==> config.mk <==
export PLATFORM = sky130hd
export DESIGN_NAME = fetch_control
export DESIGN_NICKNAME = d
export VERILOG_FILES = /design/src/rtl/fetch_control.sv
export SDC_FILE = /design/constraint.sdc
export NUM_CORES = 1
export LEC_CHECK = 0
export CORE_AREA = 2 2 189 191
export CTS_CLUSTER_DIAMETER = 200
export CTS_CLUSTER_SIZE = 20
export DETAILED_ROUTE_END_ITERATION = 12
export DIE_AREA = 0 0 191 193
export GPL_TIMING_DRIVEN = 0
export PLACE_DENSITY = 0.77
export SLEW_MARGIN = 30
export SYNTH_ARGS = -nofsm -noshare
export SYNTH_HDL_FRONTEND = slang
export SYNTH_SLANG_ARGS = --single-unit
==> constraint.sdc <==
create_clock -name clk -period 6.53 [get_ports clk]
set_clock_uncertainty 0.2 [all_clocks]
set_input_delay 1.306 -clock clk [delete_from_list [all_inputs] [get_ports clk]]
set_output_delay 1.306 -clock clk [all_outputs]
set_load 0.05 [all_outputs]
==> src/rtl/fetch_control.sv <==
// Instruction fetch sequencer: issues one memory read per instruction, holds the
// returned window for decode and advances the PC by the decoded length.
module fetch_control #(
  parameter int unsigned       ADDR_W      = 64,
  parameter int unsigned       FETCH_BYTES = 16,
  parameter logic [ADDR_W-1:0] RESET_PC    = '0,
  parameter int unsigned       CNT_W       = 32
) (
  input  logic                     clk,
  input  logic                     rstn,
  input  logic                     stall_pc,
  input  logic                     stall_phase,
  input  logic                     redirect,
  input  logic [ADDR_W-1:0]        redirect_pc,
  input  logic [3:0]               dec_len,
  output logic                     imem_req,
  output logic [ADDR_W-1:0]        imem_addr,
  input  logic [8*FETCH_BYTES-1:0] imem_data,
  output logic                     fetch_valid,
  output logic [ADDR_W-1:0]        fetch_pc,
  output logic [8*FETCH_BYTES-1:0] fetch_bytes,
  output logic [CNT_W-1:0]         stall_cycles
);

  localparam int unsigned DATA_W = 8 * FETCH_BYTES;

  typedef enum logic [1:0] {
    ST_BOOT,
    ST_REQ,
    ST_DATA,
    ST_HOLD
  } state_e;

  state_e            state_q, state_d;
  logic [ADDR_W-1:0] pc_q, pc_d;
  logic              imem_req_d;
  logic [ADDR_W-1:0] imem_addr_d;
  logic              fetch_valid_d;
  logic [ADDR_W-1:0] fetch_pc_d;
  logic [DATA_W-1:0] fetch_bytes_d;
  logic [CNT_W-1:0]  stall_cycles_d;

  logic              stalled;
  logic [ADDR_W-1:0] step_len;
  logic [ADDR_W-1:0] next_pc;

  assign stalled  = stall_pc | stall_phase;
  // A zero length from decode would lock the PC in place, so it advances by one.
  assign step_len = (dec_len == 4'd0) ? ADDR_W'(1) : ADDR_W'(dec_len);
  assign next_pc  = fetch_pc + step_len;

  // NOTE: every variable gets its hold value first, so no path leaves one
  // unassigned and no latch is inferred.
  always_comb begin
    state_d        = state_q;
    pc_d           = pc_q;
    imem_req_d     = imem_req;
    imem_addr_d    = imem_addr;
    fetch_valid_d  = fetch_valid;
    fetch_pc_d     = fetch_pc;
    fetch_bytes_d  = fetch_bytes;
    stall_cycles_d = stall_cycles;

    if (redirect) begin
      state_d       = ST_REQ;
      pc_d          = redirect_pc;
      fetch_valid_d = 1'b0;
      imem_req_d    = 1'b1;
      imem_addr_d   = redirect_pc;
    end else begin
      case (state_q)
        ST_BOOT: begin
          state_d     = ST_REQ;
          imem_req_d  = 1'b1;
          imem_addr_d = pc_q;
        end
        // Whatever sits on imem_data now belongs to no live request: ignore it.
        ST_REQ: begin
          state_d    = ST_DATA;
          imem_req_d = 1'b0;
        end
        ST_DATA: begin
          state_d       = ST_HOLD;
          fetch_bytes_d = imem_data;
          fetch_pc_d    = pc_q;
          fetch_valid_d = 1'b1;
        end
        ST_HOLD: begin
          if (fetch_valid && !stalled) begin
            state_d       = ST_REQ;
            pc_d          = next_pc;
            fetch_valid_d = 1'b0;
            imem_req_d    = 1'b1;
            imem_addr_d   = next_pc;
          end else if (fetch_valid && stalled && (stall_cycles != '1)) begin
            stall_cycles_d = stall_cycles + CNT_W'(1);
          end
        end
      endcase
    end
  end

  // NOTE: sequential state uses non-blocking assignments so every register
  // samples the pre-edge values regardless of statement order.
  always_ff @(posedge clk or negedge rstn) begin
    if (!rstn) begin
      state_q      <= ST_BOOT;
      pc_q         <= RESET_PC;
      imem_req     <= 1'b0;
      imem_addr    <= '0;
      fetch_valid  <= 1'b0;
      fetch_pc     <= '0;
      fetch_bytes  <= '0;
      stall_cycles <= '0;
    end else begin
      state_q      <= state_d;
      pc_q         <= pc_d;
      imem_req     <= imem_req_d;
      imem_addr    <= imem_addr_d;
      fetch_valid  <= fetch_valid_d;
      fetch_pc     <= fetch_pc_d;
      fetch_bytes  <= fetch_bytes_d;
      stall_cycles <= stall_cycles_d;
    end
  end

endmodule

==> metrics.cfg <==
[synthesis]
syn_avg_cell_area_um2 = 11.4
synth-seq-cells = 356
synthCells = 1417
yosys.area.top_type = dfrtp_1
yosysMostFrequentCell = dfrtp_1
synth_top_area_share_pct = 54.9
yosys_warnings = 0
synth_ff_type = dfrtp_1
synth_edf_count = 0
yosysSeqAreaShare_pct = 54.9
synth_area_mm2 = 0.0162
ys_top_cells_by_count = dfrtp_1 (356), mux2_2 (189), nand2_1 (109)
synth_nets = 1629
ys_types = 59
synth.area.top_cells = dfrtp_1 (55%), mux2_2 (13%), xnor2_1 (3.0%)
async_flop_share_pct = 100

[global_route]
grt_use_met1_pct = 38.4
grt_use_total_pct = 31.5
grt_antenna_before_repair = 5
grt_pass1_vias = 14647
grt_max_degree = 89
grt.met2_usage_pct = 51.4
gr-max-usage-layer = met2
grt_pass1_wl_mm = 87.6
gr-usage-met3_pct = 9.61
grt_overflow = 0

[sta]
tightest_slew_ns = 0.992
tns_ns = 0
maxSlewViolCount = 0
max_clock_freq_mhz = 199
finalSetupViolCount = 0
maxSlewHeadroom_pct = 33.9
period_minus_slack_ns = 5.03
rsz0062_at_grt = no
hold_violations = 0
fin_ws_ns = 1.50
fin_crit_sh_pct = 77.0

[setup_path]
reg2reg_from = state_q[0]$_DFFE_PN0P_
crit_family = buffers and inverters
crit_path_end_kind = register
path_max_fanout = 10
cp_num_buf_inv = 3
max_stage_delay_ns = 0.56
critical_path_arrival_ns = 5.24
start_kind = primary input
cp.required_ns = 6.74
r2r.worst_path.cells = 9
r2r_setup_slack_ns = 2.49
worst-setup-path-type = in -> reg
reg2reg_to = imem_addr[3]$_DFFE_PN0P_
critPathSlowestCell = clkdlybuf4s50_1
path_cells = clkdlybuf4s50_1, nor3_1, or2_2, ha_1, fa_1, a211o_1, o211ai_1, clkbuf_1, or4_1, clkbuf_1, nor4_1, o21ai_0, o21ai_0

[clock_network]
htreeDepth = 1
cts_resized = 0
hold_buffers = 0
clk_latency_ns = 0.54
max-clock-path-buffers = 3
cts_tree = built
clk_pin_slew_ns = 0.09
cts_buffers = 21
cts_setup_buffers = 0
clock-sinks = 356
clock-root-buffer = clkbuf_16

[die]
die_width_um = 191
start_util_pct = 46.4
pin_count = 491
placementRows = 69
die_area_mm2 = 0.0369
core-area_mm2 = 0.0350
chipHeight_um = 193

[finish]
area_growth_pct = 38.0
fin_util_pct = 64.0
drive_gt1_share_pct = 11.9
fin_nets = 2145

[min_path]
holdPathStages = 2
hold_end = imem_addr[0]$_DFFE_PN0P_
min_from = imem_addr[0]$_DFFE_PN0P_
hold_class = reg -> reg

[status]
status = complete, no violations

[pwr]
max-vdd-ir-drop_mv = 0.462
powerDensity_mw_per_mm2 = 502
cellLeakagePower_nw = 9.05
power.total_mw = 11.2

[routing]
wl_mm = 59.3
postRouteAntennaNets = 0
avgRoutedWirePerCell_um = 24.7
first_pass_iters = 6
viasPerCell = 5.97
drc = 0
vias = 14328
drt_iter0_drc = 1311

[place]
hpwl_mm = 44.5
dp_slack_ns = 1.14
gp_congestion = 0.973
portBuffers = 489

[job]
cap_viol_max_count = 0

## cell type report
class | count | area, um^2
antenna | 5 | 12.5
sequential | 356 | 8910
clock buffer | 21 | 526
multi-input combinational | 956 | 6920
clock inverter | 1 | 30.0
inverter | 18 | 67.6
buffer | 87 | 330
timing repair buffer | 493 | 5010
tap | 461 | 577
fill | 2786 | 12600
## sequential cells by signal (all words and copies together) (netlist names)
register      flops
stall_cycles     32
state_q           2
pc_q             64
imem_addr        64
fetch_pc         64
imem_req          1
fetch_bytes     128
fetch_valid       1
## where the power goes
group | switching (mW) | internal [mW]
clock | 0.746 | 0.614
combinational | 4.01 | 2.16
sequential | 0.742 | 2.97
total | 5.49 | 5.75
## logic make-up after synthesis
logic type,count (synthesis),synth area share (%)
AO/OA/AOI/OAI,249,10.3
XOR/XNOR,85,4.59
adder cells (fa/ha/maj),11,0.895
buffers and inverters,105,2.45
flip-flops,356,54.9
multiplexers,202,13.9
AND/OR/NAND/NOR,409,12.9
## through the flow
stage	hold WS (ns)	cell area, um^2	cells
global placement	0.266	21700	2367
CTS	0.293	22400	2393
global route	0.320	22400	2397
floorplan	0.255	16200	1417
detailed placement	0.274	21800	2371
finish	0.289	22400	2398
## cells in the final DEF (no fill, tap or decap), types with 22 or more instances in the layout
cell type | Yosys | routed
xnor2_1 | 56 | 56
nand4_1 | 35 | 35
nand2_1 | 109 | 109
nor3_1 | 27 | 26
xor2_1 | 29 | 29
o211ai_1 | 22 | 22
nor2_1 | 83 | 83
a21oi_1 | 22 | 22
clkdlybuf4s50_1 | 0 | 488
a221oi_1 | 35 | 35
and3_1 | 30 | 30
a22oi_1 | 27 | 27
nand3_1 | 51 | 51
o22ai_1 | 28 | 28
dfrtp_1 | 356 | 356
clkbuf_1 | 82 | 82
o21ai_0 | 65 | 65
mux2_2 | 189 | 189
## layer usage
| layer | share of wire, % | routed length, um |
|---|---|---|
| met1 | 37 | 21800 |
| met2 | 48 | 28200 |
| met3 | 11 | 6490 |
| met4 | 4.7 | 2810 |
| met5 | 0.020 | 12 |
## worst max-delay path by stage
stage               cells after the start  slack (ns)       start                     endpoint
detailed placement                     13        1.14  dec_len[1]    imem_addr[40]$_DFFE_PN0P_
global placement                        1      -11.61        rstn  fetch_bytes[36]$_DFFE_PN0P_
floorplan                              12        2.62  dec_len[1]    imem_addr[40]$_DFFE_PN0P_
CTS                                    13        1.68  dec_len[1]    imem_addr[40]$_DFFE_PN0P_
global route                           13        1.49  dec_len[1]    imem_addr[40]$_DFFE_PN0P_
finish                                 13        1.50  dec_len[1]    imem_addr[40]$_DFFE_PN0P_
## worst min-delay path, delay by kind of cell (launching register included)
| kind | cells | cell delay [ns] |
|---|---|---|
| AND/OR/NAND/NOR | 1 | 0.05 |
| flip-flops | 1 | 0.35 |
| AO/OA/AOI/OAI | 1 | 0.06 |
Note: power is estimated with default switching activity, not from simulation.
